===== src/rtl/async_pkg.sv =====
// ============================================================================
// Module : async_pkg
// Brief  : Shared constants and helpers for the two-phase channel blocks.
// Rev    : 1.0
// ============================================================================
`default_nettype none

package async_pkg;

  localparam int MIN_SYNC_STAGES = 2;

  function automatic int ptr_width(input int depth);
    return $clog2(depth) + 1;
  endfunction

  function automatic bit depth_ok(input int depth);
    return (depth >= 2) && ((depth & (depth - 1)) == 0);
  endfunction

  function automatic bit sync_ok(input int stages);
    return stages >= MIN_SYNC_STAGES;
  endfunction

endpackage

`default_nettype wire


===== src/rtl/sync_bit.sv =====
// ============================================================================
// Module : sync_bit
// Brief  : Multi-flop single-bit synchronizer with synchronous clear.
// Rev    : 1.0
// ============================================================================
`default_nettype none

module sync_bit
  import async_pkg::*;
#(
  parameter int STAGES = MIN_SYNC_STAGES
) (
  input  logic clk,
  input  logic rst,
  input  logic d,
  output logic q
);

  logic [STAGES-1:0] r_chain;

  always_ff @(posedge clk) begin
    if (rst) begin
      r_chain <= '0;
    end else begin
      r_chain <= {r_chain[STAGES-2:0], d};
    end
  end

  assign q = r_chain[STAGES-1];

endmodule

`default_nettype wire


===== src/rtl/twophase_sync_rx.sv =====
// ============================================================================
// Module : twophase_sync_rx
// Brief  : Two-phase bundled-data receiver: synchronize req, buffer data in a
//          small FIFO, answer with a transition on ack, steer dot/blank events.
// Rev    : 1.0
// ============================================================================
`default_nettype none

module twophase_sync_rx
  import async_pkg::*;
#(
  parameter int WIDTH       = 8,
  parameter int DEPTH       = 4,
  parameter int SYNC_STAGES = 2
) (
  input  logic                        clk,
  input  logic                        rst,
  input  logic                        req_in,
  input  logic [WIDTH-1:0]            data_in,
  output logic                        ack_out,
  output logic                        dout_valid,
  output logic [WIDTH-1:0]            dout_data,
  input  logic                        dout_ready,
  output logic                        evt_dot,
  output logic                        evt_blank,
  output logic [ptr_width(DEPTH)-1:0] level
);

  localparam int PTR_W = ptr_width(DEPTH);
  localparam int AW    = PTR_W - 1;

  if (!depth_ok(DEPTH)) begin : g_bad_depth
    $error("twophase_sync_rx: DEPTH must be a power of two and >= 2");
  end
  if (!sync_ok(SYNC_STAGES)) begin : g_bad_sync
    $error("twophase_sync_rx: SYNC_STAGES below minimum");
  end

  logic             w_req_sync;
  logic             r_req_seen;
  logic             r_ack;
  logic             r_evt_dot;
  logic             r_evt_blank;
  logic [PTR_W-1:0] r_wr_ptr;
  logic [PTR_W-1:0] r_rd_ptr;
  logic [WIDTH-1:0] r_mem [DEPTH];

  logic             w_empty;
  logic             w_full;
  logic             w_pop;
  logic             w_pending;
  logic             w_accept;

  sync_bit #(
    .STAGES (SYNC_STAGES)
  ) u_req_sync (
    .clk (clk),
    .rst (rst),
    .d   (req_in),
    .q   (w_req_sync)
  );

  assign w_empty   = (r_wr_ptr == r_rd_ptr);
  assign w_full    = (r_wr_ptr[AW-1:0] == r_rd_ptr[AW-1:0]) &&
                     (r_wr_ptr[AW] != r_rd_ptr[AW]);
  assign w_pop     = !w_empty && dout_ready;
  assign w_pending = (w_req_sync != r_req_seen);
  // A pop frees a slot this same edge, so a full FIFO may still accept.
  assign w_accept  = w_pending && (!w_full || w_pop);

  always_ff @(posedge clk) begin
    if (rst) begin
      r_wr_ptr    <= '0;
      r_rd_ptr    <= '0;
      r_req_seen  <= 1'b0;
      r_ack       <= 1'b0;
      r_evt_dot   <= 1'b0;
      r_evt_blank <= 1'b0;
    end else begin
      if (w_accept) begin
        r_wr_ptr   <= r_wr_ptr + PTR_W'(1);
        r_req_seen <= w_req_sync;
        r_ack      <= w_req_sync;
      end
      if (w_pop) begin
        r_rd_ptr <= r_rd_ptr + PTR_W'(1);
      end
      r_evt_dot   <= w_accept && w_req_sync;
      r_evt_blank <= w_accept && !w_req_sync;
    end
  end

  // Storage carries no reset; the pointers alone define what is valid.
  always_ff @(posedge clk) begin
    if (!rst && w_accept) begin
      r_mem[r_wr_ptr[AW-1:0]] <= data_in;
    end
  end

  assign ack_out    = r_ack;
  assign evt_dot    = r_evt_dot;
  assign evt_blank  = r_evt_blank;
  assign dout_valid = !w_empty;
  assign dout_data  = r_mem[r_rd_ptr[AW-1:0]];
  assign level      = r_wr_ptr - r_rd_ptr;

endmodule

`default_nettype wire


===== config.mk =====
export PLATFORM = sky130hd
export DESIGN_NAME = twophase_sync_rx
export DESIGN_NICKNAME = d
export VERILOG_FILES = /design/src/rtl/async_pkg.sv /design/src/rtl/sync_bit.sv /design/src/rtl/twophase_sync_rx.sv
export SDC_FILE = /design/constraint.sdc
export NUM_CORES = 1
export LEC_CHECK = 0
export CAP_MARGIN = 20
export CELL_PAD_IN_SITES_DETAIL_PLACEMENT = 0
export CELL_PAD_IN_SITES_GLOBAL_PLACEMENT = 1
export CORE_UTILIZATION = 25
export CTS_CLUSTER_DIAMETER = 100
export DETAILED_ROUTE_END_ITERATION = 16
export GPL_TIMING_DRIVEN = 0
export HOLD_SLACK_MARGIN = 0.05
export PLACE_DENSITY_LB_ADDON = 0.1
export SLEW_MARGIN = 20
export SYNTH_ARGS = -nofsm -noshare
export SYNTH_HDL_FRONTEND = slang
export SYNTH_HIERARCHICAL = 1
export SYNTH_SLANG_ARGS = --single-unit

===== constraint.sdc =====
create_clock -name clk -period 2.7 [get_ports clk]
set_input_delay 0.27 -clock clk [delete_from_list [all_inputs] [get_ports clk]]
set_output_delay 0.27 -clock clk [all_outputs]
set_load 0.02 [all_outputs]

==> key figures, run 1 <==
Drt
  • Initial drt markers: 61
  • Vias per cell: about 4.2
  • DRT Pass-1 Iters: 4
  • DR DRC count: 0
  • Post-DRT Antenna Nets: 0
  • Final Routed Wirelength: approximately 3.5 mm
  • Via count: just over 1,000
  • Wire length per cell: around 14 µm

Final layout
  • Most frequent cells in the layout: 32 x edfxtp_1, 26 x clkdlybuf4s50_1, 13 x dfxtp_1, 8 x mux4_2
  • Share of cells above drive strength 1: between 10% and 20%
  • Synthesis-to-finish area growth: 28.1%
  • Layout Nets: 165
  • Post-layout util: about a third
  • Antenna diodes: 0
  • Commonest non-fill, non-tap cell in the layout: edfxtp_1

Synth
  • Post-Syn Nets: between 100 and 150
  • Synth Area in Adders: between 5 and 6%
  • Synth unique cells: 31
  • Syn Area/Cell: ~17 µm²
  • Post-synthesis simple-gate area fraction: 6.59%
  • Post-Synth XOR/XNOR Area: under 10%
  • Synth Area in Compound Gates: 4.91%
  • Post-synthesis mux area share: approximately an eighth
  • EDFF count, synth: 32
  • Register area share after synthesis: around two thirds
  • Yosys warnings: 6
  • Fraction of registers with async set/reset: 0%
  • Largest family of logic cells by synthesized area: multiplexers
  • Cell Area, Synth: about 1900 µm²
  • Post-Synthesis Cells: between 100 and 150
  • Yosys reg bits: 45
  • Most used DFF post-synth: edfxtp_1

Timing
  • Hold Slack: about 0.46 ns
  • F_max: about 0.41 GHz
  • Least-Margin Pin Slew: 0.595 ns
  • Final worst clock skew: between 0.002 and 0.003 ns
  • Hold Fails Final Rpt: 0
  • Minimum clock period: between 2 and 2.5 ns
  • Slew headroom: roughly three fifths
  • Fin. max-slew vios: 0
  • Sum Neg Setup Slack: 0 ns
  • Crit share post-route: between 90 and 100%
  • Unrepaired setup endpoints after global routing: false
  • Final setup viols: 0

GRT
  • Antenna violations before repair: 0
  • Pin count of the biggest net entering global routing: 16
  • Grt ovf: 0
  • Total GRT Usage: 10.0%
  • Vias in the first global route: roughly 1,100
  • First-pass GRT wire length: 5.57 mm

Clock tree
  • TritonCTS Buffers: 5
  • Clk_lat worst skew: a little under 0.3 ns
  • Post-CTS Hold Buffers: 0
  • H-tree depth reported by CTS: 2
  • Post-cts sizing count: 0
  • Post-CTS Setup Repair Bufs: 0
  • CTS tree: built
  • CTS Buffer Depth: 2
  • Sink Count: 45
  • CTS root buffer: clkbuf_8
  • Clock transition at the registers of the reported paths: roughly 0.090 ns

Placed design
  • PortBufs: 26
  • Post-detail-place hpwl: 2.43 mm
  • Global placement routability congestion: between 0.6 and 0.7

Power and ir drop
  • PwrDens: around 730 nW/µm²
  • P_leak: roughly 0.00084 µW
  • Peak supply drop: ~0.25 mV

Setup path
  • Worst Path Max Fanout: 4
  • Kind of critical path: register to output port
  • CP endpoint kind: output port
  • Arrival time at the worst endpoint: 2.18 ns
  • Critical Path Start Type: register
  • Worst EP required: about 2.4 ns

Floorplan
  • I/O pins: 27
  • Die height: around 88 µm
  • Die W: approximately 88 µm
  • Initial core utilization: approximately a quarter
  • Row count: 31
  • Die Area: 7790 µm²
  • Core Footprint: 7210 µm²

Run status
  • Status: complete, no violations

Job
  • Max Cap Viol: 0

Hold path
  • Hold WC Path Type: register to register
## critical path, cell delays in order (launching register included)
cell and delay [ns]:
dfxtp_1 0.39, inv_1 0.11, ha_1 0.22, fa_1 0.37, xnor2_1 0.17, clkdlybuf4s50_1 0.62
## cells by family after synthesis
kind of cell	Yosys count
buffers and inverters	10
muxes	13
xor gates and xnor gates	4
AOI/OAI and AO/OA	11
DFF	45
adders and majority gates	8
and+or+nand+nor	21
## layer usage
layer | global-route usage (%) | share of wire [%]
met4 | 3.96 | 1.1
met3 | 3.17 | 4.2
met1 | 12.4 | 46
met2 | 16.4 | 49
met5 | 0 | 0
## area by class of cell
class                   count  area, µm²
plain buffers               3       12.5
clock buffers               5       68.8
clock inverters             3       68.8
fillers                   720       4830
inverters                   7       26.3
multi-input cells          57        599
flip-flops and latches     45       1220
well taps                  99        124
repair buffers             26        260
## flip-flops by register name (all words and copies together), names as in the netlist, named ones only
name                count
r_mem                  32
r_rd_ptr                3
r_wr_ptr                3
u_req_sync/r_chain      2
ack_out                 1
evt_blank               1
evt_dot                 1
## synth_stat cells, types with 2 or more instances
cell / number / share of area [%]
edfxtp_1: 32 / 52
dfxtp_1: 13 / 14
mux4_2: 8 / 9.7
ha_1: 7 / 4.7
inv_1: 7 / 1.4
and3_1: 4 / 1.3
nor2_1: 4 / 0.81
nor2b_1: 4 / 1.3
and3b_1: 3 / 1.4
mux2_2: 3 / 1.8
nand2_1: 3 / 0.61
a21oi_1: 2 / 0.54
nand3_1: 2 / 0.54
o31ai_1: 2 / 0.81
xnor2_1: 2 / 0.94
## power by group
group	leakage [µW]	internal (µW)	total (µW)	switching [µW]
Clock	0.0000687	372	604	232
Sequential	0.000394	760	774	14.6
Combinational	0.000376	175	355	180
## stage by stage
step,total power [µW],instances,setup WS [ns],area [µm²]
detailed placement,1150,237,0.253,2240
CTS,1760,245,0.221,2380
global placement,1150,237,0.227,2240
finish,1730,245,0.248,2380
floorplan,1000,112,0.815,1860
global route,1820,245,0.106,2380
## final timing paths
path	start	endpoint	slack [ns]	cells after the start
max	r_wr_ptr[0]$_SDFFE_PP0P_	level[2]	0.25	5
min	u_req_sync/r_chain[0]$_SDFF_PP0_	u_req_sync/r_chain[1]$_SDFF_PP0_	0.46	1
max reg2reg	r_wr_ptr[0]$_SDFFE_PP0P_	r_mem[2][0]$_DFFE_PP_	0.40	5
min reg2reg	u_req_sync/r_chain[0]$_SDFF_PP0_	u_req_sync/r_chain[1]$_SDFF_PP0_	0.46	1
Power figures use the tool's default switching activity.
==> inputs of run 2 (changes only) <==
--- a/config.mk
+++ b/config.mk
@@ -5,7 +5,6 @@
 export SDC_FILE = /design/constraint.sdc
 export NUM_CORES = 1
 export LEC_CHECK = 0
-export CAP_MARGIN = 20
 export CELL_PAD_IN_SITES_DETAIL_PLACEMENT = 0
 export CELL_PAD_IN_SITES_GLOBAL_PLACEMENT = 1
 export CORE_UTILIZATION = 25
@@ -14,7 +13,6 @@
 export GPL_TIMING_DRIVEN = 0
 export HOLD_SLACK_MARGIN = 0.05
 export PLACE_DENSITY_LB_ADDON = 0.1
-export SLEW_MARGIN = 20
 export SYNTH_ARGS = -nofsm -noshare
 export SYNTH_HDL_FRONTEND = slang
 export SYNTH_HIERARCHICAL = 1
==> results of run 2 <==
Same layout as run 1: the final DEF is identical, and so are final timing and power.
